### config.mk
export PLATFORM = sky130hd
export DESIGN_NAME = gc_controller_reader_flat
export DESIGN_NICKNAME = d
export VERILOG_FILES = /design/src/rtl/gc_controller_reader_if.sv /design/src/rtl/gc_controller_reader.sv /design/src/flat_wrapper.sv
export SDC_FILE = /design/constraint.sdc
export NUM_CORES = 1
export LEC_CHECK = 0
export BUFFER_PORTS_ARGS = -buffer_cell sky130_fd_sc_hd__buf_2
export CORE_UTILIZATION = 58
export DETAILED_ROUTE_END_ITERATION = 7
export PLACE_DENSITY = 0.88
export SYNTH_ARGS = -nofsm -noshare
export SYNTH_HDL_FRONTEND = slang
export SYNTH_SLANG_ARGS = --single-unit
### constraint.sdc
create_clock -name clk -period 3.34 [get_ports clk]
set_input_delay 0.167 -clock clk [delete_from_list [all_inputs] [get_ports clk]]
set_output_delay 0.167 -clock clk [all_outputs]
set_load 0.02 [all_outputs]
### src/rtl/gc_controller_reader_if.sv
`default_nettype none
// ============================================================================
// Module  : gc_controller_reader_if
// Brief   : Joybus data line plus decoded controller state for the display path
// Revision: 1.0
// ============================================================================
interface gc_controller_reader_if;
  logic       data_in;
  logic       data_oe;
  logic       A, B, X, Y, start_pause;
  logic       L, R, Z;
  logic       D_UP, D_DOWN, D_RIGHT, D_LEFT;
  logic [7:0] stick_x, stick_y, cstick_x, cstick_y, trig_l, trig_r;
  logic       frame_valid;
  logic       connected;

  modport master (
    input  data_in,
    output data_oe,
    output A, B, X, Y, start_pause, L, R, Z, D_UP, D_DOWN, D_RIGHT, D_LEFT,
    output stick_x, stick_y, cstick_x, cstick_y, trig_l, trig_r,
    output frame_valid, connected
  );

  modport slave (
    output data_in,
    input  data_oe,
    input  A, B, X, Y, start_pause, L, R, Z, D_UP, D_DOWN, D_RIGHT, D_LEFT,
    input  stick_x, stick_y, cstick_x, cstick_y, trig_l, trig_r,
    input  frame_valid, connected
  );
endinterface
`default_nettype wire

### src/rtl/gc_controller_reader.sv
`default_nettype none
// ============================================================================
// Module  : gc_controller_reader
// Brief   : Joybus master polling one GameCube controller, registered outputs
// Revision: 1.0
// ============================================================================
module gc_controller_reader #(
  parameter int CLK_FREQ_MHZ = 25,
  parameter int POLL_US      = 1000,
  parameter int TIMEOUT_US   = 200
) (
  input  wire logic              clk,
  input  wire logic              reset,
  gc_controller_reader_if.master bus
);
  localparam int US       = CLK_FREQ_MHZ;
  localparam int POLL_CYC = POLL_US * US;
  localparam int TMO_CYC  = TIMEOUT_US * US;
  localparam int WDOG_CYC = 8 * US;
  localparam int MAX_A    = (POLL_CYC > TMO_CYC) ? POLL_CYC : TMO_CYC;
  localparam int MAX_CYC  = (MAX_A > WDOG_CYC) ? MAX_A : WDOG_CYC;
  localparam int TW       = $clog2(MAX_CYC + 1);

  localparam logic [TW-1:0] POLL_END  = TW'(POLL_CYC - 1);
  localparam logic [TW-1:0] TMO_END   = TW'(TMO_CYC - 1);
  localparam logic [TW-1:0] WDOG_END  = TW'(WDOG_CYC - 1);
  localparam logic [TW-1:0] BIT_END   = TW'(4 * US - 1);
  localparam logic [TW-1:0] SAMPLE_AT = TW'(2 * US - 1);
  localparam logic [TW-1:0] ONE_LOW   = TW'(US);
  localparam logic [TW-1:0] ZERO_LOW  = TW'(3 * US);
  localparam logic [24:0]   POLL_CMD  = {24'h400300, 1'b1};
  localparam logic [6:0]    SEND_LAST = 7'd24;
  localparam logic [6:0]    RECV_LAST = 7'd63;

  typedef enum logic [2:0] {
    IDLE      = 3'd0,
    SEND      = 3'd1,
    WAIT_RESP = 3'd2,
    RECV      = 3'd3,
    CHECK     = 3'd4
  } state_t;

  state_t        state_q, state_d;
  logic [TW-1:0] timer_q, timer_d;
  logic [6:0]    bit_cnt_q, bit_cnt_d;
  logic [63:0]   resp_q, resp_d;
  logic [24:0]   cmd_q, cmd_d;
  logic          oe_q, oe_d;
  logic [11:0]   btn_q, btn_d;
  logic [47:0]   ana_q, ana_d;
  logic          fv_q, fv_d;
  logic          conn_q, conn_d;
  logic          sync1_q, sync2_q, prev_q;

  logic          w_fall;
  logic          w_good;
  logic [TW-1:0] w_timer_inc;
  logic [6:0]    w_bit_inc;

  assign w_fall      = prev_q & ~sync2_q;
  assign w_good      = (resp_q[63:61] == 3'b000) && resp_q[55];
  assign w_timer_inc = (timer_q == '1) ? timer_q : timer_q + 1'b1;
  assign w_bit_inc   = (bit_cnt_q == '1) ? bit_cnt_q : bit_cnt_q + 7'd1;

  always_comb begin
    state_d   = state_q;
    timer_d   = w_timer_inc;
    bit_cnt_d = bit_cnt_q;
    resp_d    = resp_q;
    cmd_d     = cmd_q;
    oe_d      = 1'b0;
    btn_d     = btn_q;
    ana_d     = ana_q;
    fv_d      = 1'b0;
    conn_d    = conn_q;
    unique case (state_q)
      IDLE: begin
        if (timer_q == POLL_END) begin
          state_d   = SEND;
          timer_d   = '0;
          bit_cnt_d = '0;
          cmd_d     = POLL_CMD;
        end
      end
      SEND: begin
        // Pulse width encodes the bit: short low for '1', long low for '0'
        oe_d = (timer_q < (cmd_q[24] ? ONE_LOW : ZERO_LOW));
        if (timer_q == BIT_END) begin
          timer_d = '0;
          cmd_d   = {cmd_q[23:0], 1'b0};
          if (bit_cnt_q == SEND_LAST) begin
            state_d   = WAIT_RESP;
            bit_cnt_d = '0;
          end else begin
            bit_cnt_d = w_bit_inc;
          end
        end
      end
      WAIT_RESP: begin
        if (w_fall) begin
          state_d   = RECV;
          timer_d   = '0;
          bit_cnt_d = '0;
        end else if (timer_q == TMO_END) begin
          state_d = IDLE;
          timer_d = '0;
          conn_d  = 1'b0;
        end
      end
      RECV: begin
        if (w_fall) begin
          timer_d = '0;
        end else if (timer_q == SAMPLE_AT) begin
          resp_d    = {resp_q[62:0], sync2_q};
          bit_cnt_d = w_bit_inc;
          if (bit_cnt_q == RECV_LAST) begin
            state_d = CHECK;
          end
        end else if (timer_q == WDOG_END) begin
          state_d = IDLE;
          timer_d = '0;
          conn_d  = 1'b0;
        end
      end
      CHECK: begin
        state_d = IDLE;
        timer_d = '0;
        if (w_good) begin
          btn_d  = {resp_q[60:56], resp_q[54:48]};
          ana_d  = resp_q[47:0];
          fv_d   = 1'b1;
          conn_d = 1'b1;
        end else begin
          conn_d = 1'b0;
        end
      end
      default: begin
        state_d = IDLE;
        timer_d = '0;
      end
    endcase
  end

  always_ff @(posedge clk) begin
    if (reset) begin
      state_q   <= IDLE;
      timer_q   <= '0;
      bit_cnt_q <= '0;
      resp_q    <= '0;
      cmd_q     <= '0;
      oe_q      <= 1'b0;
      btn_q     <= '0;
      ana_q     <= '0;
      fv_q      <= 1'b0;
      conn_q    <= 1'b0;
      // Idle line is pulled high; resetting high avoids a phantom falling edge
      sync1_q   <= 1'b1;
      sync2_q   <= 1'b1;
      prev_q    <= 1'b1;
    end else begin
      state_q   <= state_d;
      timer_q   <= timer_d;
      bit_cnt_q <= bit_cnt_d;
      resp_q    <= resp_d;
      cmd_q     <= cmd_d;
      oe_q      <= oe_d;
      btn_q     <= btn_d;
      ana_q     <= ana_d;
      fv_q      <= fv_d;
      conn_q    <= conn_d;
      sync1_q   <= bus.data_in;
      sync2_q   <= sync1_q;
      prev_q    <= sync2_q;
    end
  end

  assign bus.data_oe     = oe_q;
  assign bus.frame_valid = fv_q;
  assign bus.connected   = conn_q;
  assign {bus.start_pause, bus.Y, bus.X, bus.B, bus.A,
          bus.L, bus.R, bus.Z, bus.D_UP, bus.D_DOWN, bus.D_RIGHT, bus.D_LEFT} = btn_q;
  assign {bus.stick_x, bus.stick_y, bus.cstick_x, bus.cstick_y,
          bus.trig_l, bus.trig_r} = ana_q;
endmodule
`default_nettype wire
### src/flat_wrapper.sv
// flat-port wrapper written by rule: the top's interface ports become plain ports
module gc_controller_reader_flat 
#(
  parameter int CLK_FREQ_MHZ = 25,
  parameter int POLL_US      = 1000,
  parameter int TIMEOUT_US   = 200
)
  (clk, reset, bus_data_in, bus_data_oe, bus_A, bus_B, bus_X, bus_Y, bus_start_pause, bus_L, bus_R, bus_Z, bus_D_UP, bus_D_DOWN, bus_D_RIGHT, bus_D_LEFT, bus_stick_x, bus_stick_y, bus_cstick_x, bus_cstick_y, bus_trig_l, bus_trig_r, bus_frame_valid, bus_connected);
  gc_controller_reader_if bus_i ();
  input  wire logic clk;
  input  wire logic reset;
  input wire logic [$bits(bus_i.data_in)-1:0] bus_data_in;
  output wire logic [$bits(bus_i.data_oe)-1:0] bus_data_oe;
  output wire logic [$bits(bus_i.A)-1:0] bus_A;
  output wire logic [$bits(bus_i.B)-1:0] bus_B;
  output wire logic [$bits(bus_i.X)-1:0] bus_X;
  output wire logic [$bits(bus_i.Y)-1:0] bus_Y;
  output wire logic [$bits(bus_i.start_pause)-1:0] bus_start_pause;
  output wire logic [$bits(bus_i.L)-1:0] bus_L;
  output wire logic [$bits(bus_i.R)-1:0] bus_R;
  output wire logic [$bits(bus_i.Z)-1:0] bus_Z;
  output wire logic [$bits(bus_i.D_UP)-1:0] bus_D_UP;
  output wire logic [$bits(bus_i.D_DOWN)-1:0] bus_D_DOWN;
  output wire logic [$bits(bus_i.D_RIGHT)-1:0] bus_D_RIGHT;
  output wire logic [$bits(bus_i.D_LEFT)-1:0] bus_D_LEFT;
  output wire logic [$bits(bus_i.stick_x)-1:0] bus_stick_x;
  output wire logic [$bits(bus_i.stick_y)-1:0] bus_stick_y;
  output wire logic [$bits(bus_i.cstick_x)-1:0] bus_cstick_x;
  output wire logic [$bits(bus_i.cstick_y)-1:0] bus_cstick_y;
  output wire logic [$bits(bus_i.trig_l)-1:0] bus_trig_l;
  output wire logic [$bits(bus_i.trig_r)-1:0] bus_trig_r;
  output wire logic [$bits(bus_i.frame_valid)-1:0] bus_frame_valid;
  output wire logic [$bits(bus_i.connected)-1:0] bus_connected;
  assign bus_i.data_in = bus_data_in;
  assign bus_data_oe = bus_i.data_oe;
  assign bus_A = bus_i.A;
  assign bus_B = bus_i.B;
  assign bus_X = bus_i.X;
  assign bus_Y = bus_i.Y;
  assign bus_start_pause = bus_i.start_pause;
  assign bus_L = bus_i.L;
  assign bus_R = bus_i.R;
  assign bus_Z = bus_i.Z;
  assign bus_D_UP = bus_i.D_UP;
  assign bus_D_DOWN = bus_i.D_DOWN;
  assign bus_D_RIGHT = bus_i.D_RIGHT;
  assign bus_D_LEFT = bus_i.D_LEFT;
  assign bus_stick_x = bus_i.stick_x;
  assign bus_stick_y = bus_i.stick_y;
  assign bus_cstick_x = bus_i.cstick_x;
  assign bus_cstick_y = bus_i.cstick_y;
  assign bus_trig_l = bus_i.trig_l;
  assign bus_trig_r = bus_i.trig_r;
  assign bus_frame_valid = bus_i.frame_valid;
  assign bus_connected = bus_i.connected;
  gc_controller_reader #(.CLK_FREQ_MHZ(CLK_FREQ_MHZ), .POLL_US(POLL_US), .TIMEOUT_US(TIMEOUT_US)) u_core (.clk(clk), .reset(reset), .bus(bus_i));
endmodule
==> flow_summary.ini, run 1 <==
[status]
run_status = complete, no violations

[synth]
synth_common_cells = 269 x nand2_1, 180 x dfxtp_1, 136 x a21oi_1
synth_area_leader_cell = dfxtp_1
seq_area_frac_synth_pct = 52.7
syn_area_um2 = 6840
ys_dominant_reg_cell = dfxtp_1
synth-seq-cells = 180
syn_avg_cell_area_um2 = 8.12
synth_most_common_cell = nand2_1
synth_area_leaders = dfxtp_1 53%, nand2_1 15%, a21oi_1 10%
synthCells = 842
synth_warnings = 0
synth-edff-count = 0
synthDistinctLibCells = 51
syn_nets = 852
async_flop_share_pct = 0
synth_top_area_share_pct = 52.7

[timing]
rsz0062_at_grt = false
fin_worst_skew_ps = 7.54
worstMarginPinSlew_ps = 784
slew_violations = 0
final_hold_viol_count = 0
slew_headroom_pct = 47.7
setup_violations = 0
period_minus_slack_ps = 2850
fin_crit_sh_pct = 85.4
max_clock_freq_mhz = 351
worst_slack_ps = 488
setup_tns_ps = 0

[clock_tree]
clk_path_buf_depth = 2
clk_latency_ps = 420
numCtsBuffers = 17
cts.root.buffer_cell = clkbuf_16
path_clk_slew_ps = 70
cts_tree = done
cts.sinks = 180
htree_levels = 4

[grt]
grt_pass1_vias = 5133
grt_pass1_wl_um = 24200
gr-total-overflow = 0
grt_max_degree = 128
track_usage_pct = 23.5
antenna_found_initial = 0

[routing]
viasPerCell = 5.61
routed_wl_um = 14000
drc = 0
drt_pass1_iterations = 5
initialDrtViolationCount = 586
vias = 5807
antenna_left = 0
wl_per_cell_um = 13.5

[layout]
synthToLayoutAreaGrowth_pct = 14.8
drive_above_1_share_pct = 13.0
nets = 890
diodes = 0
utilization_pct = 68.4
final_cells = 1036

[floorplan]
die_h_um = 111
core_um2 = 11500
row_count = 39
ios = 66
die_w_um = 111
initial_core_util_pct = 59.6
fp.dieArea_um2 = 12200

[placed_design]
place_inst = 1003
post-place-ws_ps = 538
io_buffers = 65
place.gp.congestion = 0.842
hpwl_um = 8460

[setup_path]
end_kind = flop
critPathMaxFanout = 25
crit_required_ps = 3630
cp.arrival_ps = 3140
cp-start-kind = flop
path_class = flop to flop

[worst_hold_path]
hp-class = input port to flop

[job]
max-cap-violations = 0

[pwr]
leakagePower_uw = 0.00283
power_density_nw_per_um2 = 546
ir_drop_mv = 0.439
[cell families after synthesis]
kind of cell / count (synthesis) / synth area share (%)
xor+xnor: 13 / 1.67
fa+ha+maj: 7 / 1.28
simple gates: 386 / 24.4
mux: 1 / 0.146
flops: 180 / 52.7
compound gates: 188 / 15.7
buf+inv: 67 / 4.10
[what timing repair did]
| item | CTS | global route |
|---|---|---|
| gates resized for setup | 0 | 0 |
| endpoints found under the hold margin | 1 | 0 |
| buffers inserted | 0 | 0 |
| hold buffers | 1 | 0 |
[where the power goes]
part           total, µW  internal, µW  switching, µW
Sequential          2160          2150           5.54
Clock               2080          1210            870
Combinational       52.9          12.3           40.6
Total               4280          3370            916
[layout by cell type (no fill, tap or decap), types with 5 or more instances in the layout]
cell type / netlist / routed
xnor2_1: 6 / 6
clkbuf_16: 0 / 17
nor2_1: 45 / 44
nand3_1: 10 / 10
nor3_1: 7 / 6
a22oi_1: 21 / 21
o21ai_0: 5 / 5
and4_1: 5 / 5
or4_1: 5 / 5
ha_1: 7 / 7
nand2_1: 269 / 269
a21oi_1: 136 / 136
nor4_1: 5 / 5
buf_4: 0 / 8
nor2b_1: 5 / 5
buf_2: 2 / 64
nand4_1: 7 / 7
inv_1: 11 / 11
dfxtp_1: 180 / 180
xor2_1: 7 / 7
and3_1: 5 / 5
[critical path: stages (launching register included)]
cell and delay, ps:
dfxtp_1 390, or4_1 530, or4_4 500, a21oi_2 210, or3b_1 700, a22oi_1 320
nor2_1 70
[path summary, 6_finish.rpt]
path	startpoint	end	slack [ps]	depth (start not counted)
worst max-delay path	u_core.timer_q[4]	u_core.cmd_q[8]	490	6
worst min-delay path	reset	u_core.cmd_q[12]	140	2
worst max register to register	u_core.timer_q[4]	u_core.cmd_q[8]	490	6
worst min register to register	u_core.sync1_q	u_core.sync2_q	420	1
[layer usage]
| layer | global-route usage (%) | up-vias | routed length, µm |
|---|---|---|---|
| li1 | - | 2909 | - |
| met1 | 32.1 | 2729 | 6510 |
| met2 | 37.3 | 148 | 6760 |
| met3 | 4.99 | 21 | 553 |
| met4 | 7.56 | 0 | 191 |
| met5 | 0 | - | 0 |
[per-stage QoR]
| stage | total power (µW) | instance area [µm²] | hold slack (ps) |
|---|---|---|---|
| 3_3_place_gp | 2260 | 7210 | 384 |
| 3_5_place_dp | 2260 | 7210 | 379 |
| 5_1_grt | 4420 | 7850 | 149 |
| 6_report | 4280 | 7850 | 145 |
| 4_1_cts | 4300 | 7850 | 135 |
| 2_1_floorplan | 2240 | 6840 | 271 |
[flip-flops by register name, indices dropped and copies added, names as in the netlist]
signal	flops
u_core.resp_q	64
u_core.ana_q	48
u_core.cmd_q	25
u_core.timer_q	15
u_core.btn_q	12
u_core.bit_cnt_q	7
u_core.state_q	3
u_core.bus.connected	1
u_core.bus.data_oe	1
u_core.bus.frame_valid	1
u_core.prev_q	1
u_core.sync1_q	1
u_core.sync2_q	1
[cell type report]
type | count | area, µm²
Sequential cell | 180 | 3600
Clock inverter | 14 | 198
Fill cell | 855 | 3620
Timing Repair Buffer | 75 | 430
Clock buffer | 18 | 429
Multi-Input combinational cell | 595 | 2970
Tap cell | 143 | 179
Inverter | 11 | 41.3
No activity file was read; power rests on OpenSTA's default activity.
==> run 2: changes to the inputs <==
--- a/config.mk
+++ b/config.mk
@@ -5,10 +5,11 @@
 export SDC_FILE = /design/constraint.sdc
 export NUM_CORES = 1
 export LEC_CHECK = 0
+export ABC_AREA = 1
 export BUFFER_PORTS_ARGS = -buffer_cell sky130_fd_sc_hd__buf_2
-export CORE_UTILIZATION = 58
+export CORE_UTILIZATION = 59
 export DETAILED_ROUTE_END_ITERATION = 7
-export PLACE_DENSITY = 0.88
+export PLACE_DENSITY = 0.89
 export SYNTH_ARGS = -nofsm -noshare
 export SYNTH_HDL_FRONTEND = slang
 export SYNTH_SLANG_ARGS = --single-unit
==> run 2 against run 1 <==
The flow now finishes with violations (design-rule violations). Hold slack gained 130 ps. Fmax grew 27%. Non-clock buffer count shrank 5. Register-to-register slack gained 600 ps. Worst setup slack gained 600 ps. Utilization grew 1.1 points. Count of clock-buffer cells in the layout grew 2. Critical path type unchanged.
==> flow_summary.ini, run 2 <==
[setup_path]
crit_buf_inv = 5
crit_required_ps = 3690
crit_family = simple AND/OR/NAND/NOR gates
cpPeakStageDelay_ps = 360
cp.arrival_ps = 2600
end_kind = flop
cp_cell_sequence = inv_2, nor2_1, inv_2, nor2_2, inv_2, nor2_1, inv_2, nor2_4, buf_12, o21ai_0, a21oi_1
path_class = flop to flop
cp-start-kind = flop
cp_common_cell = inv_2
crit_slowest_cell = dfxtp_1
critPathMaxFanout = 126

[routing]
drc = 5
antenna_left = 0
initialDrtViolationCount = 400
routed_wl_um = 14600
vias = 5976
wl_per_cell_um = 13.2
viasPerCell = 5.40
drt_pass1_iterations = 8

[grt]
track_usage_pct = 24.5
grt_pass1_vias = 5431
antenna_found_initial = 0
grt_max_degree = 127
grt_use_met2_pct = 41.4
grt_use_met1_pct = 30.7
gr-total-overflow = 0
busiest_layer = met2
grt_pass1_wl_um = 24800
grt_use_met3_pct = 5.58

[synth]
synth_most_common_cell = dfxtp_1
synthCells = 914
synth_area_leaders = dfxtp_1 51%, a21oi_1 12%, o21ai_0 9.0%
synthSimpleGateAreaFrac_pct = 15.3
synth-seq-cells = 180
synth_area_leader_cell = dfxtp_1
synth_warnings = 0
ys_dominant_reg_cell = dfxtp_1
syn_avg_cell_area_um2 = 7.71
synth_mux_area_share_pct = 0
synth-edff-count = 0
synth_common_cells = 180 x dfxtp_1, 167 x a21oi_1, 141 x nand2_1
seq_area_frac_synth_pct = 51.1
syn_nets = 924
synth_fa_ha_area_share_pct = 1.24
synthDistinctLibCells = 33
synth_compound_area_share_pct = 22.1
syn_area_um2 = 7050
synth_top_family_by_area = compound AO/OA/AOI/OAI gates
async_flop_share_pct = 0
synth-xor-area-share_pct = 0.746
synth_top_area_share_pct = 51.1

[layout]
diodes = 0
layout_common_cells = 180 x dfxtp_1, 167 x a21oi_1, 141 x nand2_1
largest_reg_flops = 64
drive_above_1_share_pct = 13.1
synthToLayoutAreaGrowth_pct = 13.6
reg.largest.list = u_core.resp_q (64), u_core.ana_q (48), u_core.cmd_q (25)
layout_commonest_cell = dfxtp_1
nets = 962
regMostFlops = u_core.resp_q

[floorplan]
core_um2 = 11500
initial_core_util_pct = 61.2
row_count = 39
die_h_um = 111
die_w_um = 111
ios = 66
fp.dieArea_um2 = 12400

[job]
max-cap-violations = 0

[status]
run_status = complete, but fails checks
violations = design-rule violations

[clock_tree]
clk_path_buf_depth = 2
numCtsBuffers = 17
ctsResizeCount = 0
path_clk_slew_ps = 60
cts.sinks = 180
htree_levels = 4
cts_tree = done
cts.root.buffer_cell = clkbuf_16
clk_latency_ps = 430

[timing]
worst_slack_ps = 1090
setup_tns_ps = 0
final_hold_viol_count = 0
max_clock_freq_mhz = 444
worstMarginPinSlew_ps = 844
setup_violations = 0
fin_crit_sh_pct = 67.4
rsz0062_at_grt = false
fin_worst_skew_ps = 9.20
slew_violations = 0
slew_headroom_pct = 43.7
period_minus_slack_ps = 2250

[pwr]
power_density_nw_per_um2 = 539
leakagePower_uw = 0.00321
ir_drop_mv = 0.445

[placed_design]
place.gp.congestion = 0.943
post-place-ws_ps = 1180
io_buffers = 65
hpwl_um = 8940

[worst_hold_path]
hp-class = input port to flop
run 2: final timing paths:
| kind | startpoint | to | slack, ps | depth (start not counted) |
|---|---|---|---|---|
| worst max-delay path | u_core.state_q[1] | u_core.resp_q[53] | 1090 | 11 |
| worst max register to register | u_core.state_q[1] | u_core.resp_q[53] | 1090 | 11 |
| worst min register to register | u_core.sync1_q | u_core.sync2_q | 440 | 1 |
| worst min-delay path | reset | u_core.bus.frame_valid | 280 | 2 |
run 2: timing repair:
item,CTS,global route
hold buffers,1,0
endpoints found under the hold margin,1,0
setup buffers,0,0
setup endpoints to repair,0,0
run 2: per-stage QoR:
stage               instance area [µm²]  hold slack [ps]  cells  util, %  total power, µW
floorplan                          7050              271    914        -             2250
CTS                                8010              264   1106     69.5             4340
global placement                   7370              369   1075     64.0             2260
global route                       8010              329   1106     69.5             4440
finish                             8010              276   1106     69.5             4320
detailed placement                 7370              375   1075     64.0             2260
run 2: cell type report:
cell class                      count  area (µm²)
Clock buffer                       20         457
Sequential cell                   180        3600
Timing Repair Buffer               70         390
Tap cell                          143         179
Multi-Input combinational cell    571        2790
Clock inverter                     10         169
Fill cell                         887        3510
Inverter                          112         420
run 2: metal layers:
layer | vias up | wire, µm
met3 | 25 | 640
met5 | - | 0
li1 | 3063 | -
met4 | 0 | 195
met2 | 149 | 7210
met1 | 2739 | 6500
run 2: cell families after synthesis:
logic type	after synthesis
buf+inv	163
xor+xnor	6
simple gates	251
flops	180
compound gates	307
fa+ha+maj	7
run 2: power breakdown:
part / total, µW / leakage [µW] / internal, µW / switching, µW
clock network: 2110 / 0.000307 / 1290 / 813
registers: 2160 / 0.00145 / 2150 / 5.48
logic: 56.1 / 0.00145 / 15.7 / 40.4
run 2: worst reg2reg max path, delay by kind of cell (launching register included):
kind                   cells  cell delay, ps
AND/OR/NAND/NOR            4             740
buffers and inverters      5             630
AO/OA/AOI/OAI              2             440
flip-flops                 1             360
==> run 3: changes to the inputs <==
==> constraint.sdc (replaced) <==
create_clock -name clk -period 2.3 [get_ports clk]
set_input_delay 0.115 -clock clk [delete_from_list [all_inputs] [get_ports clk]]
set_output_delay 0.115 -clock clk [all_outputs]
set_load 0.02 [all_outputs]
==> run 3 against run 2 <==
The run still ends with design-rule violations left. First-iteration DRC count up 28%. Combinational power increased by 56%. Count of clock-buffer cells in the layout rose by 1. Highest routed layer unchanged.
==> flow_summary.ini, run 3 (synthesis results as in run 2) <==
[grt]
grt_use_met2_pct = 42.6
grt_pass1_wl_um = 26500
grt_pass1_vias = 5824
gr-total-overflow = 0
busiest_layer = met2
grt_max_degree = 91
track_usage_pct = 26.2
antenna_found_initial = 0
grt_use_met3_pct = 6.23
grt_use_met1_pct = 33.0

[layout]
layout_common_cells = 180 x dfxtp_1, 167 x a21oi_1, 141 x nand2_1
largest_reg_flops = 64
final_cells = 1121
nets = 975
reg.largest.list = u_core.resp_q (64), u_core.ana_q (48), u_core.cmd_q (25)
layout_commonest_cell = dfxtp_1
design_area_um2 = 8150
regMostFlops = u_core.resp_q
diodes = 0
drive_above_1_share_pct = 14.5
synthToLayoutAreaGrowth_pct = 15.6

[routing]
vias = 6114
initialDrtViolationCount = 512
wl_per_cell_um = 13.8
viasPerCell = 5.45
drt_pass1_iterations = 8
routed_wl_um = 15500
drc = 4
antenna_left = 0

[setup_path]
cp-start-kind = flop
path_class = flop to flop
r2r_start = u_core.timer_q[0]
end_kind = flop
critPathMaxFanout = 14
crit_required_ps = 2640
cp_cell_sequence = ha_1, inv_1, nor2_1, nand2_1, nor2_1, nand2_1, nor2_4, buf_4, o21ai_0, a21oi_1
cpPeakStageDelay_ps = 450
crit_slowest_cell = nor2_4
crit_start = u_core.timer_q[0]
cp.arrival_ps = 2470

[clock_tree]
path_clk_slew_ps = 70
htree_levels = 4
clk_latency_ps = 430
numCtsBuffers = 17
cts.sinks = 180
cts_tree = done
clk_path_buf_depth = 2
cts.root.buffer_cell = clkbuf_16
ctsResizeCount = 0

[status]
violations = design-rule violations
run_status = complete, but fails checks

[timing]
worst_slack_ps = 168
slew_violations = 0
setup_violations = 0
final_hold_viol_count = 0
max_clock_freq_mhz = 469
setup_tns_ps = 0
rsz0062_at_grt = false
worstMarginPinSlew_ps = 518
period_minus_slack_ps = 2130
fin_worst_skew_ps = 14.7
fin_crit_sh_pct = 92.7
slew_headroom_pct = 65.2

[pwr]
ir_drop_mv = 0.597
leakagePower_uw = 0.00329
power_density_nw_per_um2 = 762
total_power_uw = 6210

[job]
max-cap-violations = 0

[placed_design]
place_inst = 1088
hpwl_um = 9240
placed_cell_area_um2 = 7520
io_buffers = 65
place.gp.congestion = 0.893
post-place-ws_ps = 314

[worst_hold_path]
hp-class = input port to flop
min-delay-start = reset

[floorplan]
die_w_um = 111
fp.dieArea_um2 = 12400
row_count = 39
core_um2 = 11500
ios = 66
initial_core_util_pct = 61.2
die_h_um = 111
## run 3: cell types whose count changed in the layout (fill, tap and decap cells not counted)
| cell | delta |
|---|---|
| inv_6 | -2 |
| clkbuf_1 | -1 |
| bufinv_16 | -2 |
| buf_4 | +9 |
| buf_12 | +4 |
| clkbuf_8 | +2 |
| clkinv_2 | +1 |
| inv_8 | +3 |
| clkinv_4 | +1 |
## run 3: metrics by stage
step	hold slack [ps]	utilization, %
floorplan	219	-
global placement	318	65.3
detailed placement	320	65.3
CTS	122	70.7
finish	132	70.7
global route	170	70.7
## run 3: final timing paths
kind / endpoint / slack, ps / depth (start not counted)
worst max register to register: u_core.resp_q[6] / 170 / 10
worst max-delay path: u_core.resp_q[6] / 170 / 10
worst min-delay path: u_core.prev_q / 130 / 3
worst min register to register: u_core.sync2_q / 410 / 1
## run 3: power breakdown
group          total, µW  switching [µW]  internal, µW
Sequential          3130            7.23          3120
Combinational       87.6            60.5          27.0
Clock               2990            1250          1740
## run 3: worst max-delay path, delay by kind of cell, from the launching register on
kind                       cells  cell delay, ps
AOI/OAI and AO/OA              2             350
adders and majority gates      1             200
buffers and inverters          2             280
DFF                            1             420
and+or+nand+nor                5             790
## run 3: layer usage
metal  share of wire, %  wire (µm)
met5                  0          0
met2                 48       7390
met1                 44       6860
met3                5.5        846
met4                2.4        370
## run 3: layout make-up
class | instances | area, µm²
clock buffers | 21 | 480
clock inverters | 11 | 139
fillers | 857 | 3370
inverters | 112 | 420
multi-input cells | 571 | 2790
flip-flops and latches | 180 | 3600
well taps | 143 | 179
repair buffers | 83 | 538
## run 3: timing repair
action	in CTS	in global routing
hold buffers	1	0
setup buffers	0	0
endpoints found under the hold margin	1	0
